===== config.mk =====
export PLATFORM = sky130hd
export DESIGN_NAME = fm_bram_loader
export DESIGN_NICKNAME = d
export VERILOG_FILES = /design/src/rtl/cnn_pkg.sv /design/src/rtl/fm_raster_counter.sv /design/src/rtl/fm_bram_loader.sv
export SDC_FILE = /design/constraint.sdc
export NUM_CORES = 1
export LEC_CHECK = 0
export ABC_AREA = 0
export CAP_MARGIN = 40
export CORE_MARGIN = 1.5
export CORE_UTILIZATION = 38
export DETAILED_ROUTE_END_ITERATION = 16
export HOLD_SLACK_MARGIN = 0.05
export PLACE_DENSITY = 0.85
export SLEW_MARGIN = 25
export SYNTH_ARGS = -nofsm -noshare
export SYNTH_HDL_FRONTEND = slang
export SYNTH_SLANG_ARGS = --single-unit
export TNS_END_PERCENT = 10

===== constraint.sdc =====
create_clock -name i_clk -period 1.7 [get_ports i_clk]
set_clock_uncertainty 0.15 [all_clocks]
set_input_delay 0.425 -clock i_clk [delete_from_list [all_inputs] [get_ports i_clk]]
set_output_delay 0.425 -clock i_clk [all_outputs]
set_load 0.01 [all_outputs]

===== src/rtl/cnn_pkg.sv =====
// Shared CNN accelerator definitions: datapath width, bank geometry
// helpers and the input feature-map loader state encoding.
package cnn_pkg;

  localparam int A_DSP_WIDTH = 30;

  typedef enum logic [1:0] {
    LD_IDLE = 2'd0,
    LD_LOAD = 2'd1,
    LD_DONE = 2'd2
  } ld_state_e;

  function automatic int cw(input int n);
    return (n <= 1) ? 1 : $clog2(n);
  endfunction

  function automatic int row_step(input int row_num, input int kernel,
                                  input int stride);
    return row_num - (kernel - stride);
  endfunction

  function automatic int last_rows(input int fm, input int step,
                                   input int banks);
    return fm - (banks - 1) * step;
  endfunction

  function automatic int bank_rows(input int fm, input int step,
                                   input int banks);
    int lr;
    lr = last_rows(fm, step, banks);
    return (step > lr) ? step : lr;
  endfunction

  function automatic int fm_aw(input int fm, input int step,
                               input int banks);
    return cw(bank_rows(fm, step, banks) * fm);
  endfunction

endpackage


===== src/rtl/fm_raster_counter.sv =====
// Raster position tracker for the FM loader: column, row within bank,
// bank and channel, with a flag marking the last pixel of a frame.
module fm_raster_counter
  import cnn_pkg::*;
#(
  parameter int FM_SIZE  = 8,
  parameter int IN_FM_CH = 2,
  parameter int ROW_STEP = 3,
  parameter int BRAM_NUM = 3,
  localparam int CW  = cw(FM_SIZE),
  localparam int LRW = cw(bank_rows(FM_SIZE, ROW_STEP, BRAM_NUM)),
  localparam int BW  = cw(BRAM_NUM),
  localparam int HW  = cw(IN_FM_CH)
) (
  input  logic           i_clk,
  input  logic           i_rst,
  input  logic           i_clr,
  input  logic           i_step,
  output logic [CW-1:0]  o_col,
  output logic [LRW-1:0] o_lrow,
  output logic [BW-1:0]  o_bank,
  output logic [HW-1:0]  o_ch,
  output logic           o_frame_end,
  output logic           o_last_ch
);

  localparam int LAST_ROWS = last_rows(FM_SIZE, ROW_STEP, BRAM_NUM);
  localparam logic [CW-1:0]  COL_MAX  = CW'(FM_SIZE - 1);
  localparam logic [LRW-1:0] STEP_MAX = LRW'(ROW_STEP - 1);
  localparam logic [LRW-1:0] LAST_MAX = LRW'(LAST_ROWS - 1);
  localparam logic [BW-1:0]  BANK_MAX = BW'(BRAM_NUM - 1);
  localparam logic [HW-1:0]  CH_MAX   = HW'(IN_FM_CH - 1);

  logic [CW-1:0]  col_q, col_d;
  logic [LRW-1:0] lrow_q, lrow_d;
  logic [BW-1:0]  bank_q, bank_d;
  logic [HW-1:0]  ch_q, ch_d;
  logic           frame_end;

  assign frame_end = (col_q == COL_MAX) && (bank_q == BANK_MAX) &&
                     (lrow_q == LAST_MAX);

  // Next raster position: column wraps into row, row into bank, frame into channel
  always_comb begin
    col_d  = col_q;
    lrow_d = lrow_q;
    bank_d = bank_q;
    ch_d   = ch_q;
    if (i_clr) begin
      col_d  = '0;
      lrow_d = '0;
      bank_d = '0;
      ch_d   = '0;
    end else if (i_step) begin
      if (col_q == COL_MAX) begin
        col_d = '0;
        if (frame_end) begin
          lrow_d = '0;
          bank_d = '0;
          ch_d   = (ch_q == CH_MAX) ? '0 : ch_q + 1'b1;
        end else if ((lrow_q == STEP_MAX) && (bank_q != BANK_MAX)) begin
          lrow_d = '0;
          bank_d = bank_q + 1'b1;
        end else begin
          lrow_d = lrow_q + 1'b1;
        end
      end else begin
        col_d = col_q + 1'b1;
      end
    end
  end

  // Position registers
  always_ff @(posedge i_clk) begin
    if (i_rst) begin
      col_q  <= '0;
      lrow_q <= '0;
      bank_q <= '0;
      ch_q   <= '0;
    end else begin
      col_q  <= col_d;
      lrow_q <= lrow_d;
      bank_q <= bank_d;
      ch_q   <= ch_d;
    end
  end

  assign o_col       = col_q;
  assign o_lrow      = lrow_q;
  assign o_bank      = bank_q;
  assign o_ch        = ch_q;
  assign o_frame_end = frame_end;
  assign o_last_ch   = (ch_q == CH_MAX);

endmodule


===== src/rtl/fm_bram_loader.sv =====
// Input FM loader: steers a raster pixel stream into per-bank,
// per-channel BRAM lanes and signals completion to the layer block.
module fm_bram_loader
  import cnn_pkg::*;
#(
  parameter int FM_SIZE  = 8,
  parameter int IN_FM_CH = 2,
  parameter int ROW_STEP = 3,
  parameter int BRAM_NUM = 3,
  parameter int DW       = A_DSP_WIDTH,
  localparam int NL = BRAM_NUM * IN_FM_CH,
  localparam int AW = fm_aw(FM_SIZE, ROW_STEP, BRAM_NUM)
) (
  input  logic          i_clk,
  input  logic          i_rst,
  input  logic          i_start,
  input  logic          i_valid,
  input  logic [DW-1:0] i_data,
  input  logic          i_last,
  output logic          o_ready,
  output logic [NL-1:0] o_bram_w_en,
  output logic [AW-1:0] o_bram_w_addr,
  output logic [DW-1:0] o_bram_w_data,
  output logic          o_busy,
  output logic          o_done,
  output logic          o_err
);

  localparam int CW  = cw(FM_SIZE);
  localparam int LRW = cw(bank_rows(FM_SIZE, ROW_STEP, BRAM_NUM));
  localparam int BW  = cw(BRAM_NUM);
  localparam int HW  = cw(IN_FM_CH);
  localparam int LW  = cw(NL);

  ld_state_e      state_q, state_d;
  logic           ready_q, ready_d;
  logic           busy_q, busy_d;
  logic           done_q, done_d;
  logic           err_q, err_d;
  logic [NL-1:0]  en_q, en_d;
  logic [AW-1:0]  addr_q, addr_d;
  logic [DW-1:0]  data_q, data_d;

  logic           beat;
  logic           start_ok;
  logic [CW-1:0]  col;
  logic [LRW-1:0] lrow;
  logic [BW-1:0]  bank;
  logic [HW-1:0]  ch;
  logic           frame_end;
  logic           last_ch;
  logic [LW-1:0]  lane;

  assign beat     = i_valid && ready_q;
  assign start_ok = (state_q == LD_IDLE) && i_start;

  fm_raster_counter #(
    .FM_SIZE  (FM_SIZE),
    .IN_FM_CH (IN_FM_CH),
    .ROW_STEP (ROW_STEP),
    .BRAM_NUM (BRAM_NUM)
  ) u_cnt (
    .i_clk       (i_clk),
    .i_rst       (i_rst),
    .i_clr       (start_ok),
    .i_step      (beat),
    .o_col       (col),
    .o_lrow      (lrow),
    .o_bank      (bank),
    .o_ch        (ch),
    .o_frame_end (frame_end),
    .o_last_ch   (last_ch)
  );

  assign lane = LW'(bank) * LW'(IN_FM_CH) + LW'(ch);

  // Next state, write port contents and i_last consistency tracking
  always_comb begin
    state_d = state_q;
    unique case (state_q)
      LD_IDLE: if (i_start) state_d = LD_LOAD;
      LD_LOAD: if (beat && frame_end && last_ch) state_d = LD_DONE;
      LD_DONE: state_d = LD_IDLE;
      default: state_d = LD_IDLE;
    endcase
    ready_d = (state_d == LD_LOAD);
    busy_d  = (state_d == LD_LOAD);
    done_d  = (state_d == LD_DONE);
    err_d   = start_ok ? 1'b0 : (err_q || (beat && (i_last != frame_end)));
    en_d    = beat ? (NL'(1) << lane) : '0;
    addr_d  = beat ? (AW'(lrow) * AW'(FM_SIZE) + AW'(col)) : addr_q;
    data_d  = beat ? i_data : data_q;
  end

  // FSM state and registered outputs
  always_ff @(posedge i_clk) begin
    if (i_rst) begin
      state_q <= LD_IDLE;
      ready_q <= 1'b0;
      busy_q  <= 1'b0;
      done_q  <= 1'b0;
      err_q   <= 1'b0;
      en_q    <= '0;
      addr_q  <= '0;
      data_q  <= '0;
    end else begin
      state_q <= state_d;
      ready_q <= ready_d;
      busy_q  <= busy_d;
      done_q  <= done_d;
      err_q   <= err_d;
      en_q    <= en_d;
      addr_q  <= addr_d;
      data_q  <= data_d;
    end
  end

  assign o_ready       = ready_q;
  assign o_bram_w_en   = en_q;
  assign o_bram_w_addr = addr_q;
  assign o_bram_w_data = data_q;
  assign o_busy        = busy_q;
  assign o_done        = done_q;
  assign o_err         = err_q;

endmodule


# Word-level counts from Yosys, hierarchy flattened
# Index checks and enable logic that the tools add are counted.
# Widths: inputs -> output; s select.
word_totals:
  elab_cells: 53
  reg_bits: 54
op_classes:
  n_reduce_logical: 16
  n_bitwise: 1
  add_sub_neg: 6
  muxes: 9
  eq_ne: 9
  shifts: 1
op_table:
  columns: ["operator", "count"]
  rows:
  - ["$mux 2", 6]
  - ["$logic_and 1x1->1", 8]
  - ["$eq 2x1->1 const B", 3]
  - ["$eq 2x2->1 const B", 3]
  - ["$reduce_and 3->1", 2]
  - ["$shl 1x3->6 const A", 1]
  - ["$add 5x3->5", 1]
  - ["$add 2x1->2 const B", 2]
  - ["$pmux 2 s2", 1]
  - ["$reduce_or 2->1", 2]
  - ["$add 3x1->3", 1]
  - ["$add 3x1->3 const B", 1]
  - ["$eq 3x3->1 const B", 1]
  - ["$mux 3", 1]
  - ["$logic_not 2->1", 1]
  - ["$ne 2x2->1 const B", 1]
  - ["$reduce_and 2->1", 1]
  - ["$reduce_bool 2->1", 1]
  - ["$add 1x1->1 const B", 1]
  - ["$logic_or 1x1->1", 1]
  - ["$mux 1", 1]
  - ["$ne 1x1->1", 1]
  - ["$not 1->1", 1]

# Logic depth before layout (Yosys ltp)
# Gate-level depths: netlist (run 1).
depth:
  ltp_word: 8
  mapped_depth: 5
  mapped_depth_nobuf: 5

# Cells and area by module
# A second synthesis (run 1) with hierarchy kept.
hier_totals:
  cells_unflattened: 235
  area_unflattened_um2: 2004.4
modules_own_cells:
  columns: ["module", "n_inst", "cells_each", "area_per_inst_um2"]
  rows:
  - ["fm_bram_loader", 1, 187, 1587.8]
  - ["fm_raster_counter", 1, 48, 416.6]

# Least setup slack after synthesis (run 1)
# OpenSTA, ideal clock, no wires.
synth_path:
  path_type: "reg2reg"
  start: "register u_cnt.col_q[0] (netlist: u_cnt.o_col[0])"
  end: "register u_cnt.lrow_q[1] (netlist: u_cnt.o_lrow[1])"
  stages_incl_launch_ff: 6
  arrival_time_ns: 1.401
  synth_period_minus_slack_ns: 1.621
  setup_time_ns: 0.070
  path_buffers: 0
  path_slack_ns: 0.079
  cell_sequence: "dfxtp_1 ha_1 ha_1 nand3_2 or4b_1 a21oi_1"
synth_via:
  elab_chain_len: 4
  word_cells_on_any_way: 5
  cone_classes: "1 x eq/ne; 1 x mux; 3 x reduce/logical"
synth_rtl:
  columns: ["element", "line", "text"]
  rows:
  - ["from (decl)", "fm_raster_counter.sv:34", "logic [CW-1:0] col_q, col_d;"]
  - ["from (signal assigned)", "fm_raster_counter.sv:81", "col_q <= col_d;"]
  - ["$eq 3x3->1 (*)", "fm_raster_counter.sv:40, fm_raster_counter.sv:55", null]
  - ["$logic_and 1x1->1 (2 in a row)", "fm_raster_counter.sv:40", "assign frame_end = (col_q == COL_MAX) && (bank_q == BANK_MAX) &&"]
  - ["$mux 2", "fm_raster_counter.sv:57", "if (frame_end) begin"]
  - ["to (signal assigned)", "fm_raster_counter.sv:82", "lrow_q <= lrow_d;"]
  - ["to (decl)", "fm_raster_counter.sv:35", "logic [LRW-1:0] lrow_q, lrow_d;"]
# Every way passes the cells marked *; elsewhere a longest branch is shown, timed or not.
# A chain may end at the register's enable or synchronous reset.

# Worst setup path after layout (run 1)
layout_path:
  start: "register u_cnt.bank_q[0] (netlist: u_cnt.o_bank[0])"
  end: "register u_cnt.bank_q[0] (netlist: u_cnt.o_bank[0])"
layout_via:
  elab_chain_len: 5
  word_cells_on_any_way: 10
  cone_classes: "1 x add/sub; 2 x eq/ne; 2 x mux; 5 x reduce/logical"
layout_rtl:
  columns: ["element", "line", "text"]
  rows:
  - ["from (decl)", "fm_raster_counter.sv:36", "logic [BW-1:0] bank_q, bank_d;"]
  - ["from (signal assigned)", "fm_raster_counter.sv:83", "bank_q <= bank_d;"]
  - ["$eq 2x2->1", "fm_raster_counter.sv:40", null]
  - ["$logic_and 1x1->1 (2 in a row)", "fm_raster_counter.sv:40", null]
  - ["$reduce_bool 2->1 (no source line)", null, null]
  - ["$reduce_and 3->1 (no source line)", null, null]
# Parallel ways exist; a longest one is shown, timed or not. The select of a mux whose other input is x is not followed.

==> impl_metrics.tcl, run 1 <==
set metrics [dict create \
    netlist-cell-type-count 30 \
    grt_max_degree 28 \
    final_area_mm2 0.00306 \
    vias_per_cell 4.78 \
    worst_pin_slew_ns 0.340 \
    vias 1897 \
    wl_per_cell_um 12.4 \
    finalSetupTns_ns 0 \
    grt_pass1_wl_um 8000 \
    grt_antenna_before_repair 0 \
    report.final.slew_viol_count 0 \
    worstHoldStart "o_bram_w_addr[2]" \
    place_hpwl_um 3520 \
    clock_sinks 54 \
    cap_violations 0 \
    die_y_um 75.4 \
    finalCritPeriodShare 0.979 \
    grt_pass1_vias 1832 \
    yosysWarnings 0 \
    synth_cells 235 \
    h-tree-depth 2 \
    nFillCells 477 \
    dr.pass1.iters 4 \
    slew_headroom 0.773 \
    dp_cells 390 \
    max_freq_mhz 601 \
    port_buffers 79 \
    clk_path_buf_depth 2 \
    synth-adder-area-share 0.0189 \
    synthXorXnorAreaFrac 0 \
    synth_fp_nets 273 \
    min_path_type "reg -> reg" \
    num_rows 26 \
    drive_gt1_frac 0.122 \
    core_region_area_mm2 0.00507 \
    gr-usage-all-layers 0.183 \
    diodes 0 \
    cp-start-kind "register" \
    syn_area_per_cell_um2 8.47 \
    clk_pin_slew_ns 0.09 \
    ir_drop_uv 467 \
    synth_compound_area_frac 0.128 \
    clock_latency_ns 0.30 \
    die_w_um 75.4 \
    muxShareOfSynthArea 0.0151 \
    hold_viol 0 \
    grt-ovfl-total 0 \
    clockRootBuffer "clkbuf_8" \
    drc 0 \
    synthesis.area_mm2 0.00199 \
    critical_path_class "reg -> reg" \
    wl_um 4940 \
    dieArea_mm2 0.00568 \
    drtAntennaViolNets 0 \
    yosys.area_share.simple 0.255 \
    place_congestion 0.782 \
    p_leak_nw 1.35 \
    required_ns 1.78 \
    cts_buffers 5 \
    io_pins 80 \
    critical_path.endpoint_type "register" \
    nets 366 \
    status "complete, no violations" \
    reg2reg_from "u_cnt.o_bank[0]" \
    start_util 0.392 \
    final_core_util 0.604 \
    crit_start "u_cnt.o_bank[0]" \
    yosysSeqAreaShare 0.543 \
    power_density_mw_per_mm2 748 \
    final_cells 397 \
    syn_to_final_growth_pct 53.9 \
    cts_tree "yes" \
    ys_seq_elements 54 \
    rsz0062_at_grt "true" \
    drt-initial-drc-count 95 \
    period_minus_slack_ns 1.66 \
    postPlaceCellArea_mm2 0.00298 \
    critPathArrivalTime_ns 1.74 \
    synth_top_family_by_area "simple AND/OR/NAND/NOR gates" \
    setup_viol 0 \
    crit_fanout 6 \
]
==> routing by layer <==
layer / up-vias / track usage / routed length [µm]
met5: - / 0 / 0
met1: 881 / 0.204 / 1970
met3: 5 / 0.0767 / 360
met4: 0 / 0.0516 / 53
li1: 959 / - / -
met2: 52 / 0.321 / 2550
==> critical path, cell delays in order (launching register included) <==
cell and delay, ns:
dfxtp_2 0.35, inv_1 0.08, ha_4 0.19, or3b_4 0.39, a21oi_4 0.20, mux2i_1 0.22
==> synthesized netlist by cell type, drive strengths merged <==
| master | count | area [µm²] |
|---|---|---|
| and3 | 4 | 25.0 |
| or3b | 2 | 17.5 |
| and2 | 1 | 6.26 |
| mux2i | 3 | 30.0 |
| or4b | 1 | 10.0 |
| inv | 6 | 22.5 |
| nand3 | 4 | 25.0 |
| a31oi | 1 | 6.26 |
| ha | 3 | 37.5 |
| buf | 8 | 40.0 |
| dfxtp | 54 | 1080 |
| nor3 | 1 | 10.0 |
| nor2 | 7 | 26.3 |
| clkbuf | 5 | 18.8 |
| and4bb | 1 | 12.5 |
| nand4 | 2 | 12.5 |
| nand3b | 2 | 15.0 |
| and2b | 1 | 8.76 |
| a211o | 1 | 8.76 |
| nor4b | 2 | 17.5 |
| nand4b | 1 | 15.0 |
| a2111oi | 2 | 20.0 |
| a21oi | 41 | 209 |
| o21ai | 2 | 10.0 |
| or3 | 2 | 12.5 |
| nand2 | 78 | 293 |
==> power breakdown <==
group	leakage [nW]	switching [mW]	total, mW	internal, mW
logic	0.870	0.127	0.285	0.157
clock network	0.0431	0.376	0.691	0.315
registers	0.440	0.0175	1.32	1.30
total	1.35	0.521	2.29	1.77
==> stage by stage <==
step	hold slack [ns]	worst slack (ns)	power, mW
2_1_floorplan	0.297	0.0787	1.46
3_3_place_gp	0.290	-0.232	1.65
3_5_place_dp	0.297	-0.232	1.66
4_1_cts	0.306	0.00526	2.33
5_1_grt	0.329	-0.0276	2.41
6_report	0.300	0.0352	2.29
==> cells by family (layout without fill, tap and decap cells) <==
| logic type | count (synthesis) | after routing |
|---|---|---|
| adders and majority gates | 3 | 3 |
| DFF | 54 | 54 |
| buffers and inverters | 19 | 111 |
| and+or+nand+nor | 109 | 109 |
| muxes | 3 | 3 |
| AOI/OAI and AO/OA | 47 | 47 |
==> state kept, by name, indices dropped and copies added (netlist names) <==
name,count
u_cnt.o_lrow,2
o_err,1
u_cnt.o_ch,1
o_bram_w_data,30
o_done,1
u_cnt.o_bank,2
o_busy,1
state_q,2
o_bram_w_addr,5
o_bram_w_en,6
u_cnt.o_col,3
==> layout by cell type (no fill, tap or decap), drive strengths merged <==
cell,n
clkbuf,6
and2,1
nand3,4
ha,3
nand4,2
o21ai,2
buf,20
or3b,2
nand2,78
mux2i,3
a21oi,41
a211o,1
inv,6
nand4b,1
nor3,1
dlygate4sd2,45
and3,4
dfxtp,54
nand3b,2
and2b,1
or4b,1
clkdlybuf4s50,34
nor4b,2
a2111oi,2
nor2,7
a31oi,1
or3,2
and4bb,1
==> worst paths after layout <==
path / cells past startpoint / slack (ns) / end
max: 5 / 0.04 / u_cnt.o_bank[0]
min: 2 / 0.30 / o_bram_w_addr[2]
max reg2reg: 5 / 0.04 / u_cnt.o_bank[0]
min reg2reg: 2 / 0.30 / o_bram_w_addr[2]
==> what timing repair did <==
| action | 4_1_cts | 5_1_grt |
|---|---|---|
| endpoints found under the setup margin | 48 | 23 |
| hold buffers | 0 | 0 |
| pin swaps | 1 | 1 |
| buffers inserted | 0 | 1 |
| gates resized for setup | 47 | 10 |
==> layout make-up <==
class / instances / area [µm²] / area share
Sequential cell: 54 / 1080 / 0.354
Inverter: 6 / 22.5 / 0.00735
Timing Repair Buffer: 99 / 910 / 0.297
Clock buffer: 6 / 82.6 / 0.0269
Tap cell: 70 / 87.6 / 0.0286
Multi-Input combinational cell: 162 / 878 / 0.287
Note: power is estimated with default switching activity, not from simulation.
==> run 2, diff against run 1 <==
- clock period: 1.7 -> 1.5 ns (I/O delays scaled with it)
==> impl_metrics.tcl, run 2 (synthesis gave the netlist of run 1 again) <==
set metrics [dict create \
    status "complete, but fails checks" \
    failed_checks "setup timing" \
    syn_to_final_growth_pct 57.9 \
    drive_gt1_frac 0.153 \
    slew_headroom 0.774 \
    setup_ws_ns -0.0799 \
    switching_share 0.223 \
    drc 0 \
    clkPwrFrac 0.344 \
    diodes 0 \
    clk_path_buf_depth 2 \
    max_freq_mhz 633 \
    place_congestion 0.818 \
    h-tree-depth 2 \
    die_w_um 75.4 \
    finalSetupTns_ns -0.510 \
    final_area_mm2 0.00314 \
    critPathArrivalTime_ns 1.65 \
    p_sw_uw 615 \
    min_path_type "reg -> reg" \
    power.internal_mw 2.15 \
    clk_pin_slew_ns 0.09 \
    dieArea_mm2 0.00568 \
    critical_path_class "reg -> reg" \
    vias_per_cell 4.75 \
    hold-path-cell-count 2 \
    period_minus_slack_ns 1.58 \
    cts_tree "yes" \
    hold_viol 0 \
    ir_drop_uv 536 \
    nets 370 \
    grt_pass1_vias 1667 \
    required_ns 1.57 \
    io_pins 80 \
    timing.rr.end "u_cnt.o_bank[0]" \
    report.final.slew_viol_count 0 \
    rsz0062_at_grt "true" \
    clock_latency_ns 0.30 \
    ff2ff_path_depth 5 \
    holdPathEnd "o_bram_w_data[0]" \
    power_density_mw_per_mm2 879 \
    place_hpwl_um 3450 \
    finalCritPeriodShare 1.05 \
    worst_pin_slew_ns 0.338 \
    drtAntennaViolNets 0 \
    num_rows 26 \
    reg2reg_from "u_cnt.o_bank[0]" \
    crit_fanout 4 \
    wl_per_cell_um 12.2 \
    postPlaceCellArea_mm2 0.00303 \
    grt-ovfl-total 0 \
    setup_viol 9 \
    cp-start-kind "register" \
    cts_buffers 5 \
    worstHoldStart "o_bram_w_data[0]" \
    die_y_um 75.4 \
    core_region_area_mm2 0.00507 \
    drt-initial-drc-count 93 \
    port_buffers 79 \
    power_mw 2.76 \
    critical_path.endpoint_type "register" \
    wl_um 4900 \
    nFillCells 476 \
    grt_antenna_before_repair 0 \
    largest_reg_flops 30 \
    cts_hold_buf 0 \
    layout_common_cells "76 x nand2_1, 51 x dfxtp_1, 45 x dlygate4sd2_1" \
    clock_sinks 54 \
    grt_max_degree 24 \
    dr.pass1.iters 4 \
    final_common_cell "nand2_1" \
    grt_pass1_wl_um 7320 \
    rrSetupSlack_ns -0.08 \
    cap_violations 0 \
    gr-usage-all-layers 0.167 \
    p_seq_frac 0.540 \
    p_leak_nw 1.38 \
    vias 1914 \
    clockRootBuffer "clkbuf_8" \
    start_util 0.392 \
    p_comb_frac 0.116 \
]
[run 2: cell count changes in the layout (fill, tap and decap cells not counted), sizes merged]
| cell | before | now |
|---|---|---|
| buf | 20 | 24 |
| bufinv | 0 | 1 |
| clkbuf | 6 | 7 |
| clkdlybuf4s50 | 34 | 33 |
| dlymetal6s2s | 0 | 1 |
[run 2: worst max-delay path by stage]
| stage | start | end | slack, ns | cells after the start |
|---|---|---|---|---|
| 6_report | u_cnt.o_bank[0] | u_cnt.o_bank[0] | -0.08 | 5 |
| 4_1_cts | u_cnt.o_col[1] | o_busy | -0.07 | 5 |
| 3_5_place_dp | i_valid | o_err | -0.41 | 4 |
| 5_1_grt | u_cnt.o_bank[0] | u_cnt.o_bank[0] | -0.13 | 5 |
| 2_1_floorplan | u_cnt.o_bank[0] | u_cnt.o_bank[0] | -0.01 | 5 |
| 3_3_place_gp | i_valid | o_bram_w_data[22] | -0.34 | 5 |
[run 2: through the flow]
step / hold slack (ns) / util / setup WS [ns] / cells
6_report: 0.303 / 0.619 / -0.0799 / 403
5_1_grt: 0.319 / 0.619 / -0.131 / 403
4_1_cts: 0.305 / 0.610 / -0.0700 / 403
3_5_place_dp: 0.296 / 0.597 / -0.411 / 395
3_3_place_gp: 0.291 / 0.597 / -0.338 / 395
2_1_floorplan: 0.297 / - / -0.0128 / 235
[run 2: area by class of cell]
type,count,area (µm²),share of cell area
Clock buffer,7,76.3,0.0243
Clock inverter,1,30.0,0.00955
Inverter,6,22.5,0.00717
Multi-Input combinational cell,162,910,0.289
Sequential cell,54,1080,0.345
Tap cell,70,87.6,0.0279
Timing Repair Buffer,103,932,0.297
[run 2: repair_timing]
item                       in CTS  in global routing
setup endpoints to repair      93                 45
gates resized for setup        51                 11
pin swaps                       1                  2
buffers inserted                0                  0
[run 2: power by group through the flow]
stage	combinational (mW)	clock, mW	sequential, mW
after floorplan	0.104	0	1.55
after global placement	0.334	0	1.53
after detailed placement	0.338	0	1.53
after CTS	0.318	0.969	1.49
after global routing	0.351	1.03	1.50
final	0.320	0.951	1.49
[run 2: critical path, cell delays in order (launching register included)]
cell	delay, ns
dfxtp_2	0.34
inv_2	0.05
ha_4	0.17
or3b_4	0.40
a21oi_4	0.18
mux2i_1	0.21
[run 2: per-layer routing]
metal,routed length [µm],vias to the layer above,part of all wire,track usage
met5,0,-,0,0
met4,14,0,0.0029,0.0496
met3,323,2,0.066,0.0516
met2,2470,52,0.50,0.284
met1,2090,892,0.43,0.202
li1,-,968,-,-
